`src/rtl/midi_voice_alloc.sv`:
```
// midi_voice_alloc: SPI-fed MIDI Note On/Off parser driving NUM_VOICES voice slots.
// Optional macro VOICE_STEAL_EN: an allocate with every voice gated steals the oldest voice.
module midi_voice_alloc #(
    parameter int NUM_VOICES   = 8,
    parameter int MIDI_CHANNEL = 0,
    parameter int OMNI         = 0,
    parameter int IDLE_TIMEOUT = 1024
) (
    input  logic                    clk,
    input  logic                    reset,
    input  logic                    SPI_sclk,
    input  logic                    SPI_mosi,
    output logic [7*NUM_VOICES-1:0] voice_note,
    output logic [7*NUM_VOICES-1:0] voice_vel,
    output logic [NUM_VOICES-1:0]   voice_gate,
    output logic [7:0]              leds,
    output logic [7:0]              leds_2,
    output logic                    msg_err
);
    localparam int AW = (NUM_VOICES > 1) ? $clog2(NUM_VOICES) : 1;
    localparam int IW = $clog2(IDLE_TIMEOUT + 1);
    localparam logic [AW-1:0] AGE_MAX  = AW'(NUM_VOICES - 1);
    localparam logic [IW-1:0] IDLE_MAX = IW'(IDLE_TIMEOUT);

    typedef enum logic [1:0] {IDLE, DATA1, DATA2} state_e;

    logic [2:0]    sclk_q, mosi_q;
    logic          rise_q;
    logic [6:0]    shift_q;
    logic [2:0]    bitcnt_q;
    logic [IW-1:0] idle_q;
    logic [7:0]    byte_q;
    logic          byte_valid_q;

    // Stage 0/1 synchronise the pins, stage 2 is the previous sample for edge detection.
    always_ff @(posedge clk) begin
        if (reset) begin
            sclk_q       <= '0;
            mosi_q       <= '0;
            rise_q       <= 1'b0;
            shift_q      <= '0;
            bitcnt_q     <= '0;
            idle_q       <= '0;
            byte_q       <= '0;
            byte_valid_q <= 1'b0;
        end else begin
            sclk_q       <= {sclk_q[1:0], SPI_sclk};
            mosi_q       <= {mosi_q[1:0], SPI_mosi};
            rise_q       <= sclk_q[1] & ~sclk_q[2];
            byte_valid_q <= 1'b0;
            if (rise_q) begin
                idle_q   <= '0;
                shift_q  <= {shift_q[5:0], mosi_q[2]};
                bitcnt_q <= bitcnt_q + 3'd1;
                if (bitcnt_q == 3'd7) begin
                    byte_q       <= {shift_q, mosi_q[2]};
                    byte_valid_q <= 1'b1;
                end
            end else if (idle_q == IDLE_MAX) begin
                bitcnt_q <= '0;
            end else begin
                idle_q <= idle_q + IW'(1);
            end
        end
    end

    state_e     state_q, state_d;
    logic       rs_valid_q, rs_valid_d, rs_on_q, rs_on_d;
    logic [6:0] note_q, note_d;
    logic       ev_valid_q, ev_valid_d, ev_alloc_q, ev_alloc_d;
    logic [6:0] ev_note_q, ev_note_d, ev_vel_q, ev_vel_d;
    logic       err_q, err_d;
    logic       chan_ok;

    assign chan_ok = (OMNI != 0) || (byte_q[3:0] == 4'(MIDI_CHANNEL));

    always_ff @(posedge clk) begin
        if (reset) begin
            state_q    <= IDLE;
            rs_valid_q <= 1'b0;
            rs_on_q    <= 1'b0;
            note_q     <= '0;
            ev_valid_q <= 1'b0;
            ev_alloc_q <= 1'b0;
            ev_note_q  <= '0;
            ev_vel_q   <= '0;
            err_q      <= 1'b0;
        end else begin
            state_q    <= state_d;
            rs_valid_q <= rs_valid_d;
            rs_on_q    <= rs_on_d;
            note_q     <= note_d;
            ev_valid_q <= ev_valid_d;
            ev_alloc_q <= ev_alloc_d;
            ev_note_q  <= ev_note_d;
            ev_vel_q   <= ev_vel_d;
            err_q      <= err_d;
        end
    end

    // Realtime bytes (0xF8..0xFF) fall through untouched.
    always_comb begin
        state_d    = state_q;
        rs_valid_d = rs_valid_q;
        rs_on_d    = rs_on_q;
        note_d     = note_q;
        ev_valid_d = 1'b0;
        ev_alloc_d = ev_alloc_q;
        ev_note_d  = ev_note_q;
        ev_vel_d   = ev_vel_q;
        err_d      = 1'b0;
        if (byte_valid_q && byte_q < 8'hF8) begin
            if (byte_q[7]) begin
                if ((byte_q[7:4] == 4'h8 || byte_q[7:4] == 4'h9) && chan_ok) begin
                    rs_valid_d = 1'b1;
                    rs_on_d    = byte_q[4];
                    state_d    = DATA1;
                end else begin
                    rs_valid_d = 1'b0;
                    state_d    = IDLE;
                end
            end else begin
                case (state_q)
                    IDLE: begin
                        if (rs_valid_q) begin
                            note_d  = byte_q[6:0];
                            state_d = DATA2;
                        end else begin
                            err_d = 1'b1;
                        end
                    end
                    DATA1: begin
                        note_d  = byte_q[6:0];
                        state_d = DATA2;
                    end
                    DATA2: begin
                        ev_valid_d = 1'b1;
                        ev_alloc_d = rs_on_q && (byte_q[6:0] != 7'd0);
                        ev_note_d  = note_q;
                        ev_vel_d   = byte_q[6:0];
                        state_d    = IDLE;
                    end
                    default: state_d = IDLE;
                endcase
            end
        end
    end

    logic [6:0]      vnote_q [NUM_VOICES];
    logic [6:0]      vvel_q  [NUM_VOICES];
    logic [AW-1:0]   age_q   [NUM_VOICES];
    logic [NUM_VOICES-1:0] gate_q;
    logic [6:0]      last_note_q;
    logic            hit, free, do_alloc;
    int              hit_idx, free_idx, old_idx, tgt_idx;
    logic [AW-1:0]   old_age;

    always_comb begin
        hit      = 1'b0;
        free     = 1'b0;
        hit_idx  = 0;
        free_idx = 0;
        for (int v = NUM_VOICES - 1; v >= 0; v--) begin
            if (gate_q[v] && vnote_q[v] == ev_note_q) begin
                hit     = 1'b1;
                hit_idx = v;
            end
            if (!gate_q[v]) begin
                free     = 1'b1;
                free_idx = v;
            end
        end
        old_idx = 0;
        old_age = age_q[0];
        for (int v = 1; v < NUM_VOICES; v++) begin
            if (age_q[v] > old_age) begin
                old_idx = v;
                old_age = age_q[v];
            end
        end
        do_alloc = 1'b0;
        tgt_idx  = 0;
        if (hit) begin
            do_alloc = 1'b1;
            tgt_idx  = hit_idx;
        end else if (free) begin
            do_alloc = 1'b1;
            tgt_idx  = free_idx;
        end
`ifdef VOICE_STEAL_EN
        else begin
            do_alloc = 1'b1;
            tgt_idx  = old_idx;
        end
`else
        else begin
            do_alloc = 1'b0;
            tgt_idx  = old_idx;
        end
`endif
    end

    // Release clears every matching voice but leaves note/velocity on the bus.
    always_ff @(posedge clk) begin
        if (reset) begin
            gate_q      <= '0;
            last_note_q <= '0;
            for (int v = 0; v < NUM_VOICES; v++) begin
                vnote_q[v] <= '0;
                vvel_q[v]  <= '0;
                age_q[v]   <= '0;
            end
        end else if (ev_valid_q) begin
            last_note_q <= ev_note_q;
            if (ev_alloc_q) begin
                if (do_alloc) begin
                    for (int v = 0; v < NUM_VOICES; v++) begin
                        if (v == tgt_idx) begin
                            vnote_q[v] <= ev_note_q;
                            vvel_q[v]  <= ev_vel_q;
                            gate_q[v]  <= 1'b1;
                            age_q[v]   <= '0;
                        end else if (gate_q[v] && age_q[v] != AGE_MAX) begin
                            age_q[v] <= age_q[v] + AW'(1);
                        end
                    end
                end
            end else begin
                for (int v = 0; v < NUM_VOICES; v++) begin
                    if (vnote_q[v] == ev_note_q) gate_q[v] <= 1'b0;
                end
            end
        end
    end

    for (genvar v = 0; v < NUM_VOICES; v++) begin : g_out
        assign voice_note[7*v +: 7] = vnote_q[v];
        assign voice_vel[7*v +: 7]  = vvel_q[v];
    end

    assign voice_gate = gate_q;
    assign leds       = 8'(gate_q);
    assign leds_2     = {1'b0, last_note_q};
    assign msg_err    = err_q;
endmodule
```
`config.mk`:
```
export PLATFORM = sky130hd
export DESIGN_NAME = midi_voice_alloc
export DESIGN_NICKNAME = d
export VERILOG_FILES = /design/src/rtl/midi_voice_alloc.sv
export SDC_FILE = /design/constraint.sdc
export NUM_CORES = 1
export LEC_CHECK = 0
export ABC_AREA = 1
export BUFFER_PORTS_ARGS = -buffer_cell sky130_fd_sc_hd__buf_2
export CELL_PAD_IN_SITES_DETAIL_PLACEMENT = 0
export CELL_PAD_IN_SITES_GLOBAL_PLACEMENT = 2
export CORE_MARGIN = 2
export CORE_UTILIZATION = 30
export DETAILED_ROUTE_END_ITERATION = 7
export HOLD_SLACK_MARGIN = 0.03
export PLACE_DENSITY = 0.66
export SLEW_MARGIN = 20
export SYNTH_ARGS = -nofsm -noshare
export SYNTH_HDL_FRONTEND = slang
export SYNTH_SLANG_ARGS = --single-unit
```
`constraint.sdc`:
```
create_clock -name clk -period 18.1 [get_ports clk]
set_input_delay 3.62 -clock clk [delete_from_list [all_inputs] [get_ports clk]]
set_output_delay 3.62 -clock clk [all_outputs]
set_load 0.05 [all_outputs]
```
==> reports/metrics.cfg, run 1 <==
[status]
status=finished clean

[route]
ant_nets=0
wirelength_um=27750
avgViaCountPerCell=4.571
drt_iter0_markers=456
dr.pass1.iters=5
num_vias=7464
wl_per_cell_um=16.99
drc=0

[final_layout]
final_nets=1216
syn2layout_area_growth_pct=19.64
final_util_pct=36.43
layout-drive-gt1-share_pct=16.79
antenna_cells=0

[logic_synthesis]
synth-main-ff-cell=edfxtp_1
synth_most_common_cell=nor2_1
syn_inst=1040
synth.distinct_cells=38
synth.cells.most_frequent=nor2_1, nand2_1, edfxtp_1
ys_warn_count=0
synth.mux.area_fraction_pct=0
seq_area_frac_synth_pct=57.53
synth_compound_area_share_pct=7.255
synthAdderAreaFrac_pct=5.191
synth_nets=1085
synth_top_area_cell=edfxtp_1
synthArstFlopShare_pct=0
synthXorXnorAreaFrac_pct=4.520
avgSynthCellArea_um2=9.502
synth_area_leaders=edfxtp_1, dfxtp_1, nor2_1
synth-seq-cells=216
netlist_area_mm2=0.009882
synth-edff-count=136
synth_top_family_by_area=simple AND/OR/NAND/NOR gates
yosys.area_share.simple_pct=18.28
yosysTopAreaCellShare_pct=41.33

[floorplanning]
die_y_um=185.5
dieArea_mm2=0.03441
initial_core_util_pct=30.45
core_mm2=0.03245
placementRows=66
die_w_um=185.5
ios=141

[timing]
fin_setup_tns_ps=0
min_period_ps=9037
finalCritPeriodShare_pct=49.93
max_slew_margin_pct=34.72
fin_ws_ps=9063
rsz0062_at_grt=no
drv_slew=0
skew_ps=19.49
worstMarginPinSlew_ps=976.9
fmax_mhz=110.7
setup_viol=0
hold_violations=0
hold_ws_ps=391.0

[worst_setup_path]
path_class=reg2reg
cp_slowest_stage_delay_ps=770
critPathMostFrequentCell=nand2_1
cp.required_ps=18260
start_kind=flop
reg2regPathDepth=46
slowest_stage=nand2_1
worstPathArrival_ps=9200
r2r-start=age_q[0][5]$_SDFFCE_PN0P_
critPathLaunch=age_q[0][5]$_SDFFCE_PN0P_
r2r_slack_ps=9060
worstSetupEndpointType=flop
worstPathMaxFanout=14

[clocking]
htreeDepth=1
cts_hold_buf=0
cts-resized-gates=0
clock-sinks=216
cts-root-buf=clkbuf_16
cts_tree=built
cts_setup_buffers=0
clockBufferDepth=3
clkSlewWorstSetupHoldPaths_ps=60
clock_latency_ps=540
numCtsBuffers=26

[power_and_ir_drop]
p_leak_nw=4.924
peakVddDrop_mv=0.07240
p_per_area_mw_per_mm2=102.6

[global_route]
grt_pass1_wl_um=42080
grt_max_degree=54
grt-ovfl-total=0
antenna_found_initial=0
grt_pass1_vias=7051
grt_use_total_pct=16.22

[placed_design]
place_hpwl_um=20470
port-buffer-count=139
dpl_worst_slack_ps=9001
gp_congestion=0.7514

[job]
maxCapViolCount=0

[worst_hold_path]
hold_class=reg2reg
whs_path_depth=1
holdCritStartpoint=sclk_q[2]$_SDFF_PP0_

[cell families (layout without fill, tap and decap cells)]
logic type | after synthesis | count (layout)
AOI/OAI and AO/OA | 133 | 133
and+or+nand+nor | 427 | 427
xor gates and xnor gates | 51 | 51
other | 1 | 1
adders and majority gates | 41 | 41
DFF | 216 | 216
buffers and inverters | 171 | 322
[flip-flops by register name (all words and copies together) (netlist names)]
name and cells:
rise_q 1, ev_note_q 7, msg_err 1, age_q 24, ev_valid_q 1, vnote_q 56
note_q 7, bitcnt_q 3, mosi_q 3, idle_q 11, rs_on_q 1, leds 8
rs_valid_q 1, ev_vel_q 7, sclk_q 3, state_q 2, vvel_q 56, last_note_q 7
byte_q 8, byte_valid_q 1, shift_q 7, ev_alloc_q 1
[final timing paths]
kind | endpoint
max | vnote_q[1][13]$_SDFFCE_PN0P_
min | rise_q$_SDFF_PP0_
max reg2reg | vnote_q[1][13]$_SDFFCE_PN0P_
min reg2reg | rise_q$_SDFF_PP0_
[stage by stage]
| step | instance area, um2 | instances | power (mW) |
|---|---|---|---|
| floorplan | 9882 | 1040 | 0.6625 |
| global placement | 10950 | 1585 | 0.6996 |
| detailed placement | 10950 | 1585 | 0.7005 |
| CTS | 11820 | 1633 | 1.227 |
| global route | 11820 | 1633 | 1.268 |
| finish | 11820 | 1633 | 1.213 |
[power breakdown]
group / switching (mW) / leakage [nW] / total [mW] / internal (mW)
combinational: 0.105 / 2.46 / 0.145 / 0.0403
sequential: 0.00731 / 2.05 / 0.541 / 0.534
clock: 0.213 / 0.416 / 0.527 / 0.313
[area by class of cell]
class / count / area, um2
Clock buffer: 39 / 739.5
Clock inverter: 9 / 132.6
Fill cell: 3377 / 20630
Inverter: 129 / 484.2
Multi-Input combinational cell: 653 / 3487
Sequential cell: 216 / 5685
Tap cell: 442 / 553.0
Timing Repair Buffer: 145 / 740.7
[per-layer routing]
metal	part of all wire [%]	GRT usage (%)	vias to the layer above
met2	47	26.57	147
met3	4.1	2.328	24
met1	48	23.00	3579
met5	0	0	-
li1	-	-	3714
met4	1.3	2.921	0
[worst max-delay path, delay by kind of cell (launching register included)]
kind                       cells  cell delay (ps)
and+or+nand+nor               28             4090
adders and majority gates      7             2180
AOI/OAI and AO/OA             11             1910
DFF                            1              420
[placed cells by master (no fill, tap or decap), types with 2 or more instances in the layout]
cell type     n
o21ai_1       3
xnor2_1      33
clkbuf_1      9
xor2_1       18
clkbuf_16    26
nor4_1        4
nand4_1      17
clkbuf_8      4
buf_2       139
clkinv_2      2
edfxtp_1    136
inv_2         7
nor2_1      176
dfxtp_1      80
nand2_1     155
nand4_2       2
clkinv_4      2
a22oi_1      14
o21ai_0      54
nor3_1       18
clkinvlp_4    2
ha_1         41
nand3b_1      2
inv_1       121
buf_4         6
nand3_2       2
bufinv_16     2
nand3_1      44
o22ai_1       5
a21oi_1      53
(Power assumes the default switching activity.)
==> inputs of run 2 (changes only) <==
Clock period 18.1 ns to 8.4 ns, I/O delays scaled along.
==> run 2 against run 1 <==
Net effect:
- routed wire length rose by 1.3%
- largest power group is now the clock network
- die area unchanged
- combinational power up 130%
- total power rose by 130%
- sequential share of layout area shrank 1.4 points
==> reports/metrics.cfg, run 2 (synthesized netlist as in run 1, its figures left out) <==
[global_route]
grt_pass1_wl_um=42860  ; was 42,080 um
grt-ovfl-total=0  ; unchanged
grt_use_total_pct=16.51  ; was 16.22%
grt_pass1_vias=7214  ; was 7,051
antenna_found_initial=0  ; unchanged
grt_max_degree=51  ; was 54

[job]
maxCapViolCount=0  ; unchanged

[timing]
finalCritPeriodShare_pct=90.56  ; was 49.93%
setup_viol=0  ; unchanged
fin_ws_ps=793.3  ; was 9063 ps
drv_slew=0  ; unchanged
hold_violations=0  ; unchanged
min_period_ps=7607  ; was 9037 ps
hold_ws_ps=388.2  ; was 391.0 ps
worstMarginPinSlew_ps=794.2  ; was 976.9 ps
skew_ps=20.17  ; was 19.49 ps
fin_setup_tns_ps=0  ; unchanged
fmax_mhz=131.5  ; was 110.7 MHz
max_slew_margin_pct=46.88  ; was 34.72%

[worst_setup_path]
critPathMostFrequentCell=nand2_1  ; unchanged
start_kind=flop  ; unchanged
reg2regPathDepth=47  ; was 46
path_class=reg2reg  ; unchanged
r2r_end=vvel_q[1][0]$_SDFFCE_PN0P_  ; was vnote_q[1][13]$_SDFFCE_PN0P_
worstPathMaxFanout=14  ; unchanged
r2r_slack_ps=790  ; was 9060 ps
cp.required_ps=8630  ; was 18,260 ps
worstPathArrival_ps=7830  ; was 9200 ps
cp_slowest_stage_delay_ps=420  ; was 770 ps
r2r-start=age_q[0][5]$_SDFFCE_PN0P_  ; unchanged
worstSetupEndpointType=flop  ; unchanged
slowest_stage=edfxtp_1  ; was nand2_1

[floorplanning]
initial_core_util_pct=30.45  ; unchanged
dieArea_mm2=0.03441  ; unchanged
core_mm2=0.03245  ; unchanged
placementRows=66  ; unchanged
ios=141  ; unchanged
die_y_um=185.5  ; unchanged
die_w_um=185.5  ; unchanged

[clocking]
clock_latency_ps=540  ; about the same
numCtsBuffers=26  ; unchanged
cts_tree=built  ; unchanged
clock-sinks=216  ; unchanged
htreeDepth=1  ; unchanged
cts_hold_buf=0  ; unchanged
cts-root-buf=clkbuf_16  ; unchanged
clockBufferDepth=3  ; unchanged
clkSlewWorstSetupHoldPaths_ps=60  ; about the same

[final_layout]
final_nets=1236  ; was 1,216
final_common_cell=nor2_1  ; unchanged
final_util_pct=37.50  ; was 36.43%
antenna_cells=0  ; unchanged
final_cell_mix=nor2_1, nand2_1, buf_2  ; unchanged
layout-drive-gt1-share_pct=19.41  ; was 16.79%
finish.instance_area_mm2=0.01217  ; was 0.01182 mm2
syn2layout_area_growth_pct=23.15  ; was 19.64%
final_cells=1653  ; was 1,633
top_regs=vnote_q (56), vvel_q (56), age_q (24)  ; unchanged

[placed_design]
dpl_worst_slack_ps=-78.19  ; was 9001 ps
place_hpwl_um=21020  ; was 20,470 um
dpl-instance-area_mm2=0.01110  ; was 0.01095 mm2
dpl.cell_count=1600  ; was 1,585
gp_congestion=0.7795  ; was 0.7514
port-buffer-count=139  ; unchanged

[worst_hold_path]
worstHoldEndpoint=rise_q$_SDFF_PP0_  ; unchanged
hold_class=reg2reg  ; unchanged
holdCritStartpoint=sclk_q[2]$_SDFF_PP0_  ; unchanged
whs_path_depth=1  ; unchanged

[power_and_ir_drop]
peakVddDrop_mv=0.1964  ; was 0.07240 mV
p_per_area_mw_per_mm2=224.3  ; was 102.6 mW/mm2
p_leak_nw=5.090  ; was 4.924 nW
power.total_mw=2.730  ; was 1.213 mW

[route]
num_vias=7446  ; was 7,464
avgViaCountPerCell=4.505  ; was 4.571
dr.pass1.iters=5  ; unchanged
wirelength_um=28120  ; was 27,750 um
drt_iter0_markers=443  ; was 456
wl_per_cell_um=17.01  ; was 16.99 um
drc=0  ; unchanged
ant_nets=0  ; unchanged

[status]
status=finished clean  ; unchanged

run 2: cell count changes in the layout (fill, tap and decap cells not counted), sizes merged:
cell      delta
clkinv       +1
clkbuf       -3
bufinv       +3
buf         +20
clkinvlp     -1
run 2: layout make-up:
cell class	count	area, um2
fill	3334	20280
sequential	216	5685
multi-input combinational	653	3537
timing repair buffer	165	950.9
clock buffer	36	740.7
tap	442	553.0
inverter	129	486.7
clock inverter	12	215.2
run 2: per-layer routing:
| metal | vias to the layer above | wire, um | part of all wire [%] | GRT usage (%) |
|---|---|---|---|---|
| met3 | 26 | 1229 | 4.4 | 2.387 |
| met2 | 151 | 13300 | 47 | 27.39 |
| met5 | - | 0 | 0 | 0 |
| met4 | 0 | 425 | 1.5 | 3.302 |
| met1 | 3523 | 13170 | 47 | 22.96 |
| li1 | 3746 | - | - | - |
run 2: how the worst max path moves through the flow:
stage                                         start                      endpoint  slack (ps)  depth (start not counted)
after global placement    age_q[0][5]$_SDFFCE_PN0P_   vvel_q[0][21]$_SDFFCE_PN0P_          60                         48
after detailed placement  age_q[0][5]$_SDFFCE_PN0P_  vnote_q[0][19]$_SDFFCE_PN0P_         -80                         49
after global routing      age_q[0][2]$_SDFFCE_PN0P_   vnote_q[1][2]$_SDFFCE_PN0P_          -9                         51
after floorplan           age_q[0][5]$_SDFFCE_PN0P_   vnote_q[0][0]$_SDFFCE_PN0P_         290                         50
after CTS                 age_q[0][5]$_SDFFCE_PN0P_   vnote_q[0][6]$_SDFFCE_PN0P_          20                         48
final                     age_q[0][5]$_SDFFCE_PN0P_    vvel_q[1][0]$_SDFFCE_PN0P_         790                         47
run 2: worst max-delay path, delay by kind of cell, from the launching register on:
kind | cells | cell delay (ps)
fa+ha+maj | 7 | 2150
simple gates | 23 | 2270
flops | 1 | 420
compound gates | 14 | 1940
buf+inv | 3 | 490
run 2: where the power goes:
group	switching [mW]	leakage [nW]	internal (mW)
Clock	0.456	0.460	0.774
Combinational	0.235	2.58	0.0986
Sequential	0.0157	2.05	1.15
Total	0.707	5.09	2.02
run 2: timing repair:
action / CTS / global route
endpoints found under the setup margin: 47 / 252
pin swaps: 0 / 3
gates resized for setup: 2 / 29
buffers inserted: 0 / 5
hold endpoints to repair: 0 / 0
